File: src/rtl/blackjack_round_judge.sv
// Round judge: latches each player's hand total as they finish, scans for the winner(s),
// converts the winning score to BCD and keeps saturating per-player win tallies.
module blackjack_round_judge #(
    parameter int NUM_PLAYERS = 2,
    parameter int VALUE_W     = 5,
    parameter int TARGET      = 21,
    parameter int QUAL_MIN    = 20,
    parameter int WIN_CNT_W   = 8
) (
    input  logic                             clk,
    input  logic                             rst,
    input  logic                             round_start,
    input  logic [NUM_PLAYERS-1:0]           finish,
    input  logic [NUM_PLAYERS*VALUE_W-1:0]   total_values,
    input  logic                             result_ack,
    input  logic                             tally_clear,
    output logic                             busy,
    output logic                             result_valid,
    output logic [NUM_PLAYERS-1:0]           winner_mask,
    output logic [7:0]                       score_bcd,
    output logic [NUM_PLAYERS*WIN_CNT_W-1:0] win_tally
);

    localparam int IDX_W = (NUM_PLAYERS > 1) ? $clog2(NUM_PLAYERS) : 1;
    localparam int CNT_W = $clog2(NUM_PLAYERS + 1);
    localparam logic [VALUE_W-1:0] TARGET_V = VALUE_W'(TARGET);
    localparam logic [VALUE_W-1:0] QUAL_V   = VALUE_W'(QUAL_MIN);
    localparam logic [VALUE_W-1:0] TEN_V    = VALUE_W'(10);
    localparam logic [IDX_W-1:0]   LAST_IDX = IDX_W'(NUM_PLAYERS - 1);

    typedef enum logic [2:0] {
        IDLE,
        COLLECT,
        SCAN,
        RESOLVE,
        CONV,
        DONE
    } judgeState;

    judgeState              state;
    logic [VALUE_W-1:0]     handTotal [NUM_PLAYERS];
    logic [NUM_PLAYERS-1:0] finishedQ;
    logic [IDX_W-1:0]       scanIdx;
    logic [IDX_W-1:0]       aliveIdx;
    logic [CNT_W-1:0]       aliveCnt;
    logic [VALUE_W-1:0]     best;
    logic [VALUE_W-1:0]     remVal;
    logic [3:0]             tensDigit;

    logic                   allFinished;
    logic [VALUE_W-1:0]     scanVal;
    logic [NUM_PLAYERS-1:0] resolveMask;
    logic [VALUE_W-1:0]     resolveVal;

    assign allFinished = &(finishedQ | finish);
    assign scanVal     = handTotal[scanIdx];

    // A lone survivor wins even below QUAL_MIN; otherwise all hands equal to best share the win.
    always_comb begin
        resolveMask = '0;
        resolveVal  = '0;
        if (aliveCnt == CNT_W'(1)) begin
            resolveMask[aliveIdx] = 1'b1;
            resolveVal            = handTotal[aliveIdx];
        end else if (aliveCnt >= CNT_W'(2) && best != '0) begin
            resolveVal = best;
            for (int unsigned i = 0; i < NUM_PLAYERS; i++) begin
                if (handTotal[i] == best) begin
                    resolveMask[i] = 1'b1;
                end
            end
        end
    end

    always_ff @(posedge clk) begin
        if (rst) begin
            state        <= IDLE;
            busy         <= 1'b0;
            result_valid <= 1'b0;
            winner_mask  <= '0;
            score_bcd    <= '0;
            win_tally    <= '0;
            finishedQ    <= '0;
            scanIdx      <= '0;
            aliveIdx     <= '0;
            aliveCnt     <= '0;
            best         <= '0;
            remVal       <= '0;
            tensDigit    <= '0;
            for (int unsigned i = 0; i < NUM_PLAYERS; i++) begin
                handTotal[i] <= '0;
            end
        end else begin
            case (state)
                IDLE: begin
                    if (round_start) begin
                        state       <= COLLECT;
                        busy        <= 1'b1;
                        finishedQ   <= '0;
                        winner_mask <= '0;
                        score_bcd   <= '0;
                        scanIdx     <= '0;
                        aliveIdx    <= '0;
                        aliveCnt    <= '0;
                        best        <= '0;
                    end
                end
                COLLECT: begin
                    for (int unsigned i = 0; i < NUM_PLAYERS; i++) begin
                        if (finish[i] && !finishedQ[i]) begin
                            handTotal[i] <= total_values[i*VALUE_W +: VALUE_W];
                            finishedQ[i] <= 1'b1;
                        end
                    end
                    if (allFinished) begin
                        state <= SCAN;
                    end
                end
                SCAN: begin
                    if (scanVal <= TARGET_V) begin
                        aliveCnt <= aliveCnt + CNT_W'(1);
                        aliveIdx <= scanIdx;
                        if (scanVal >= QUAL_V && scanVal > best) begin
                            best <= scanVal;
                        end
                    end
                    if (scanIdx == LAST_IDX) begin
                        state <= RESOLVE;
                    end else begin
                        scanIdx <= scanIdx + IDX_W'(1);
                    end
                end
                RESOLVE: begin
                    winner_mask <= resolveMask;
                    remVal      <= resolveVal;
                    tensDigit   <= '0;
                    state       <= CONV;
                end
                CONV: begin
                    if (remVal >= TEN_V) begin
                        remVal    <= remVal - TEN_V;
                        tensDigit <= tensDigit + 4'd1;
                    end else begin
                        score_bcd    <= {tensDigit, remVal[3:0]};
                        result_valid <= 1'b1;
                        state        <= DONE;
                        for (int unsigned i = 0; i < NUM_PLAYERS; i++) begin
                            if (winner_mask[i] && win_tally[i*WIN_CNT_W +: WIN_CNT_W] != '1) begin
                                win_tally[i*WIN_CNT_W +: WIN_CNT_W] <=
                                    win_tally[i*WIN_CNT_W +: WIN_CNT_W] + WIN_CNT_W'(1);
                            end
                        end
                    end
                end
                DONE: begin
                    if (result_ack) begin
                        state        <= IDLE;
                        busy         <= 1'b0;
                        result_valid <= 1'b0;
                    end
                end
                default: state <= IDLE;
            endcase
            // Placed last so a clear overrides a same-edge increment.
            if (tally_clear) begin
                win_tally <= '0;
            end
        end
    end

endmodule

File: config.mk
export PLATFORM = sky130hd
export DESIGN_NAME = blackjack_round_judge
export DESIGN_NICKNAME = d
export VERILOG_FILES = /design/src/rtl/blackjack_round_judge.sv
export SDC_FILE = /design/constraint.sdc
export NUM_CORES = 1
export LEC_CHECK = 0
export ABC_CLOCK_PERIOD_IN_PS = 3400
export CORE_MARGIN = 10
export CORE_UTILIZATION = 41
export CTS_CLUSTER_SIZE = 14
export DETAILED_ROUTE_END_ITERATION = 8
export PLACE_DENSITY = 0.7
export SLEW_MARGIN = 20
export SYNTH_ARGS = -nofsm -noshare
export SYNTH_HDL_FRONTEND = slang
export SYNTH_SLANG_ARGS = --single-unit
export TNS_END_PERCENT = 20
File: constraint.sdc
create_clock -name clk -period 3.4 [get_ports clk]
set_clock_uncertainty 0.2 [all_clocks]
set_input_delay 1.02 -clock clk [delete_from_list [all_inputs] [get_ports clk]]
set_output_delay 1.02 -clock clk [all_outputs]
set_load 0.02 [all_outputs]
# Yosys cells after proc, flatten, opt, wreduce, memory -nomap -nowiden
# Memories as Yosys holds them, arrays and structs flattened. A register that Yosys moved wholly into a read port is not among the register bits.
# Index checks and enable logic that the tools add are counted.
# Widths: inputs -> output; s select.
op_classes:
  add_sub_neg: 6
  magnitude_cmp: 7
  eq_ne: 20
  mux: 58
  n_bitwise: 4
  reduce_logical: 33
ops:
  columns: ["op", "n"]
  rows:
  - ["$mux 5", 8]
  - ["$mux 1", 25]
  - ["$reduce_and 3->1", 8]
  - ["$ne 2x2->1 const B", 10]
  - ["$pmux 5 s2", 2]
  - ["$pmux 3 s6", 1]
  - ["$add 8x1->8 const B", 2]
  - ["$mux 8", 2]
  - ["$ne 8x8->1 const B", 2]
  - ["$pmux 8 s2", 1]
  - ["$mux 3", 5]
  - ["$reduce_bool 2->1", 7]
  - ["$pmux 2 s2", 3]
  - ["$eq 5x5->1", 2]
  - ["$mux 2", 4]
  - ["$pmux 1 s2", 4]
  - ["$pmux 4 s2", 1]
  - ["$reduce_and 2->1", 4]
  - ["$logic_and 1x1->1", 7]
  - ["$eq 3x2->1 const B", 2]
  - ["$eq 3x3->1 const B", 2]
  - ["$ge 5x4->1 const B", 1]
  - ["$ge 5x5->1 const B", 1]
  - ["$gt 5x5->1", 1]
  - ["21 further kinds", 23]
totals:
  register_bits: 51
  mem_bits_rw: 10
  in_bits: 17
  out_inout_bits: 28
  n_memories: 1
mem_list:
  columns: ["memory", "words", "word_bits", "rd", "rd_ports_with_merged_regs", "wr", "line", "text"]
  rows:
  - ["handTotal", 2, 5, 4, 2, 2, "41", "logic [VALUE_W-1:0] handTotal [NUM_PLAYERS];"]

# Logic depth before layout (Yosys ltp)
# Gate-level depths: netlist of the first run.
depth:
  word_depth: 7
  ltp_mapped: 9

# Least setup slack after synthesis of the first run
# OpenSTA, ideal clock, no wires.
synth_path:
  kind: "reg2reg"
  start: "reg (tool-made name)"
  end: "reg best[0]"
  setup_time_ns: 0.121
  arrival_ns: 2.192
  required_ns: 3.079
  setup_slack_ns: 0.887
  stages_incl_launch_ff: 9
  synth_period_minus_slack_ns: 2.513
  cell_sequence: "dfxtp_1 > clkbuf_1 > mux2_2 > ha_1 > a21oi_1 > o22ai_1 > a2111oi_0 > a211oi_1 > mux2_2"
synth_rtl:
  columns: ["element", "line", "text"]
  rows:
  - ["to (signal assigned)", "124", "best <= scanVal;"]
  - ["to (decl)", "46", "logic [VALUE_W-1:0] best;"]

==> impl_metrics.env, run 1 <==
export IMPL_power_switching_uw=621
export IMPL_crit_path_end_kind="flip-flop"
export IMPL_firstDrtPassIters=4
export IMPL_place_hpwl_um=5710
export IMPL_synthTopCellsByArea="dfxtp_1, edfxtp_1, ha_1"
export IMPL_synth_cell_types=56
export IMPL_vias=2731
export IMPL_crit_fanout=8
export IMPL_clockBufferDepth=2
export IMPL_irDropWorstVdd_v=0.000382
export IMPL_drtAntennaViolNets=0
export IMPL_cap_violations=0
export IMPL_cts_tree="built"
export IMPL_yosys_warnings=0
export IMPL_antenna_found_initial=0
export IMPL_ys_ff_latch=63
export IMPL_clock_latency_ns=0.34
export IMPL_rsz0062_at_grt="no"
export IMPL_power_frac_seq_pct=47.8
export IMPL_cp_top_family="compound AO/OA/AOI/OAI gates"
export IMPL_timing_final_ws_setup_ns=0.733
export IMPL_hp_start="finishedQ[0]$_SDFFE_PP0P_"
export IMPL_critPathBufInv=0
export IMPL_crit_chain="mux2_2 -> ha_1 -> a21oi_1 -> o22ai_1 -> a2111oi_0 -> a211oi_1 -> mux2_2"
export IMPL_area_delta_synth_final_pct=22.5
export IMPL_wl_met2_um=3580
export IMPL_cts_root_buf="clkbuf_8"
export IMPL_outcome="complete, no violations"
export IMPL_hold_viol=0
export IMPL_synth_top_area_share_pct=33.5
export IMPL_nNetsFinal=422
export IMPL_synth_edff_count=10
export IMPL_fill_cells=705
export IMPL_period_share_pct=78.4
export IMPL_critPathRequiredTime_ns=3.42
export IMPL_total_leakage_power_uw=0.00140
export IMPL_clkTransAtPathRegs_ns=0.07
export IMPL_cp_slowest_cell="dfxtp_1"
export IMPL_die_area_um2=11600
export IMPL_hp_class="reg2reg"
export IMPL_synth_async_reset_ratio_pct=0
export IMPL_totalWireLength_um=7560
export IMPL_switching_share_pct=32.4
export IMPL_routedWlPerCell_um=15.2
export IMPL_grt_max_degree=15
export IMPL_numCtsBuffers=9
export IMPL_grt_pass1_vias=2595
export IMPL_cts_hold_buffers=0
export IMPL_worst_pin_slew_ns=0.660
export IMPL_p_per_area_nw_per_um2=494
export IMPL_reg2reg_to="best[0]$_SDFFE_PP0P_"
export IMPL_combPwrFrac_pct=23.5
export IMPL_grt_pass1_wl_um=12600
export IMPL_clock_sinks=63
export IMPL_dpl_worst_slack_ns=0.476
export IMPL_antenna_cells=0
export IMPL_synthFlopType="dfxtp_1"
export IMPL_whs_path_depth=2
export IMPL_setup_viol=0
export IMPL_seq_area_frac_synth_pct=43.0
export IMPL_synth_most_common_cell="dfxtp_1"
export IMPL_dieHeight_um=108
export IMPL_holdPathEnd="finishedQ[0]$_SDFFE_PP0P_"
export IMPL_drtIter0Drc=184
export IMPL_vias_per_cell=5.48
export IMPL_initial_core_util_pct=43.0
export IMPL_htree_num_levels=3
export IMPL_drc=0
export IMPL_routed_wl_met3_um=349
export IMPL_slowest_delay_ns=0.50
export IMPL_met1_length_um=3540
export IMPL_drv_slew=0
export IMPL_place_congestion=0.824
export IMPL_grt_remaining_overflow=0
export IMPL_ff2ff_setup_slack_ns=0.73
export IMPL_relSlewSlack_pct=55.6
export IMPL_fmax_mhz=375
export IMPL_track_usage_pct=13.2
export IMPL_post_cts_resized=0
export IMPL_criticalPathCategory="reg2reg"
export IMPL_startpoint_type="flip-flop"
export IMPL_cpMostUsedCell="mux2_2"
export IMPL_portBuffers=44
export IMPL_rows=31
export IMPL_syn_area_per_cell_um2=9.13
export IMPL_yosys_top_cells_count="dfxtp_1, nor2_1, a21oi_1, nand2_1"
export IMPL_p_int_uw=1300
export IMPL_clockPowerShare_pct=28.7
export IMPL_die_w_um=108
export IMPL_core_area_um2=7370
export IMPL_period_minus_slack_ns=2.67
export IMPL_synth_nets=375
export IMPL_syn_area_um2=3170
export IMPL_crit_arrival_ns=2.69
export IMPL_highest_signal_layer="met4"
export IMPL_r2r_cells=7
export IMPL_drive_gt1_share_pct=9.52
export IMPL_tns_ns=0
export IMPL_post_cts_setup_buffers=0
export IMPL_io_pins=45
export IMPL_synthCells=347
export IMPL_synth_largest_area_cell="dfxtp_1"
==> cell usage in the layout, fill, tap and decap left out, drive strengths merged, types with 8 or more instances in the layout <==
cell / instances
nand3: 14
and2: 11
ha: 11
nand2: 22
nor3: 14
mux2: 9
nor2: 27
clkdlybuf4s50: 44
a21oi: 25
a22o: 9
a31oi: 8
xor2: 10
inv: 12
clkbuf: 12
edfxtp: 10
o21ai: 8
dfxtp: 53
==> flip-flops by register name, summed over array words and instances (netlist names), named ones only <==
signal        flops
score_bcd         8
aliveIdx          1
finishedQ         2
best              5
scanIdx           1
busy              1
aliveCnt          2
remVal            5
winner_mask       2
result_valid      1
handTotal        10
win_tally        16
state             3
tensDigit         4
==> metal layers <==
metal | vias to the layer above | track usage [%]
met2 | 56 | 20.5
met4 | 0 | 5.53
met3 | 9 | 3.41
met1 | 1288 | 17.1
li1 | 1378 | -
met5 | - | 0
==> cell families after synthesis <==
kind of cell,count (synthesis),share of synthesized area (%)
fa+ha+maj,11,4.34
mux,12,4.15
flops,63,43.0
compound gates,92,20.1
buf+inv,27,3.36
simple gates,126,20.7
xor+xnor,16,4.42
==> power groups by stage <==
stage | clock (µW) | combinational (µW) | sequential [µW]
after floorplan | 0 | 351 | 889
after global placement | 0 | 439 | 927
after detailed placement | 0 | 449 | 931
after CTS | 558 | 453 | 914
after global routing | 607 | 510 | 926
final | 550 | 452 | 916
==> worst min-delay path: cells and delay by family (launching register included) <==
family | cells | cell delay (ns)
compound gates | 1 | 0.05
flops | 1 | 0.33
simple gates | 1 | 0.06
==> cell type report <==
type	instances	area [µm²]	area share, %
clock inverters	4	22.5	0.580
clock buffers	12	135	3.48
inverters	12	45.0	1.16
repair buffers	51	493	12.7
flip-flops and latches	63	1360	35.1
multi-input cells	257	1700	43.8
well taps	99	124	3.19
==> worst max-delay path by stage <==
stage / from / to / cells after the start
3_5_place_dp: rst / score_bcd[0]$_SDFFE_PP0P_ / 4
4_1_cts: win_tally[10]$_SDFFE_PP0P_ / win_tally[10] / 1
2_1_floorplan: flip-flop / best[0]$_SDFFE_PP0P_ / 8
5_1_grt: flip-flop / best[0]$_SDFFE_PP0P_ / 7
6_report: flip-flop / best[0]$_SDFFE_PP0P_ / 7
3_3_place_gp: round_start / score_bcd[7]$_SDFFE_PP0P_ / 5
==> stage by stage <==
step | std cells | total power (µW) | utilization, % | cell area (µm²) | hold slack (ns)
after floorplan | 347 | 1240 | - | 3170 | 0.250
after global placement | 482 | 1370 | 50.5 | 3720 | 0.265
after detailed placement | 482 | 1380 | 50.5 | 3720 | 0.266
after CTS | 498 | 1920 | 52.7 | 3880 | 0.277
after global routing | 498 | 2040 | 52.7 | 3880 | 0.308
final | 498 | 1920 | 52.7 | 3880 | 0.279
No activity file was read; power rests on OpenSTA's default activity.
==> run 2, diff against run 1 <==
ABC_CLOCK_PERIOD_IN_PS = 2600   (was 3400)
clock period = 2.6 ns   (was 3.4 ns; I/O delays follow)
==> impl_metrics.env, run 2 (same netlist as run 1, synthesis figures left out) <==
export IMPL_place_hpwl_um=5730
export IMPL_crit_arrival_ns=1.44
export IMPL_cp_slowest_cell="clkdlybuf4s50_1"
export IMPL_portBuffers=44
export IMPL_nNetsFinal=433
export IMPL_firstDrtPassIters=4
export IMPL_totalWireLength_um=7490
export IMPL_period_minus_slack_ns=2.42
export IMPL_cts_hold_buffers=0
export IMPL_numCtsBuffers=9
export IMPL_initial_core_util_pct=43.0
export IMPL_grt_pass1_vias=2581
export IMPL_drtIter0Drc=151
export IMPL_cts_tree="built"
export IMPL_routedWlPerCell_um=14.7
export IMPL_reg2reg_to="best[0]$_SDFFE_PP0P_"
export IMPL_outcome="complete, no violations"
export IMPL_rows=31
export IMPL_top_register="win_tally"
export IMPL_crit_fanout=7
export IMPL_die_area_um2=11600
export IMPL_period_share_pct=93.2
export IMPL_ff2ff_setup_slack_ns=0.18
export IMPL_track_usage_pct=12.8
export IMPL_dieHeight_um=108
export IMPL_startpoint_type="flip-flop"
export IMPL_cp_top_family="buffers and inverters"
export IMPL_total_leakage_power_uw=0.00147
export IMPL_drive_gt1_share_pct=12.4
export IMPL_fmax_mhz=413
export IMPL_critPathRequiredTime_ns=1.62
export IMPL_placed_area_um2=3810
export IMPL_grt_remaining_overflow=0
export IMPL_drtAntennaViolNets=0
export IMPL_vias_per_cell=5.46
export IMPL_drc=0
export IMPL_clkTransAtPathRegs_ns=0.07
export IMPL_cap_violations=0
export IMPL_irDropWorstVdd_v=0.000591
export IMPL_antenna_cells=0
export IMPL_final_util_pct=54.3
export IMPL_htree_num_levels=3
export IMPL_dp_cells=493
export IMPL_final_common_cell="dfxtp_1"
export IMPL_area_delta_synth_final_pct=26.4
export IMPL_crit_chain="clkdlybuf4s50_1"
export IMPL_largest_register_ffs=16
export IMPL_hold_worst_slack_ns=0.284
export IMPL_stdcell_count=509
export IMPL_whs_path_depth=1
export IMPL_clock_sinks=63
export IMPL_post_cts_setup_buffers=0
export IMPL_core_area_um2=7370
export IMPL_critPathBufInv=1
export IMPL_grt_max_degree=16
export IMPL_vias=2780
export IMPL_fill_cells=692
export IMPL_cts_root_buf="clkbuf_8"
export IMPL_slowest_delay_ns=0.66
export IMPL_p_per_area_nw_per_um2=674
export IMPL_io_pins=45
export IMPL_hp_start="score_bcd[7]$_SDFFE_PP0P_"
export IMPL_hp_class="reg2reg"
export IMPL_rsz0062_at_grt="no"
export IMPL_fin_area_um2=4010
export IMPL_grt_pass1_wl_um=12300
export IMPL_holdPathEnd="score_bcd[7]$_SDFFE_PP0P_"
export IMPL_r2r_cells=8
export IMPL_place_congestion=0.878
export IMPL_setup_viol=0
export IMPL_criticalPathCategory="reg2out"
export IMPL_mostFrequentLayoutCells="dfxtp_1, clkdlybuf4s50_1, nor2_1"
export IMPL_relSlewSlack_pct=57.3
export IMPL_tns_ns=0
export IMPL_clockBufferDepth=2
export IMPL_cp_startpoint="win_tally[2]$_SDFFE_PP0P_"
export IMPL_crit_path_end_kind="primary output"
export IMPL_drv_slew=0
export IMPL_antenna_found_initial=0
export IMPL_hold_viol=0
export IMPL_clock_latency_ns=0.33
export IMPL_top_regs="win_tally (16), handTotal (10), score_bcd (8)"
export IMPL_worst_pin_slew_ns=0.640
export IMPL_die_w_um=108
[run 2: how the worst max path moves through the flow]
stage / to / depth (start not counted)
2_1_floorplan: best[0]$_SDFFE_PP0P_ / 8
3_3_place_gp: score_bcd[3]$_SDFFE_PP0P_ / 5
3_5_place_dp: score_bcd[2]$_SDFFE_PP0P_ / 5
4_1_cts: best[0]$_SDFFE_PP0P_ / 8
5_1_grt: best[3]$_SDFFE_PP0P_ / 9
6_report: win_tally[2] / 1
[run 2: final cells by class]
cell class	instances	area (µm²)	share of cell area (%)
clock buffers	13	149	3.72
multi-input cells	257	1710	42.6
repair buffers	62	576	14.4
flip-flops and latches	63	1360	34.0
inverters	12	45.0	1.12
clock inverters	3	42.5	1.06
well taps	99	124	3.09
[run 2: metal layers]
layer | vias to the layer above | global-route usage (%) | routed length, µm
li1 | 1397 | - | -
met3 | 13 | 2.87 | 386
met2 | 69 | 19.5 | 3490
met5 | - | 0 | 0
met1 | 1301 | 16.9 | 3490
met4 | 0 | 5.53 | 125
[run 2: power breakdown]
group          switching (µW)  internal [µW]
clock                     360            469
combinational             370            334
sequential               86.5           1080
total                     816           1880
[run 2: through the flow]
stage	setup WS [ns]	total power [µW]
6_report	0.176	2700
3_3_place_gp	0.00109	1860
4_1_cts	0.00263	2710
3_5_place_dp	-0.0359	1880
2_1_floorplan	0.0870	1620
5_1_grt	0.0164	2870
[run 2: timing repair]
action,in CTS,in global routing
gates resized for setup,0,3
setup endpoints to repair,0,5
endpoints found under the hold margin,0,0
==> run 3, diff against run 2 <==
TNS_END_PERCENT = unset   (was 20)
==> results of run 3 <==
The final DEF is identical to that of run 2; final timing and power are the same.
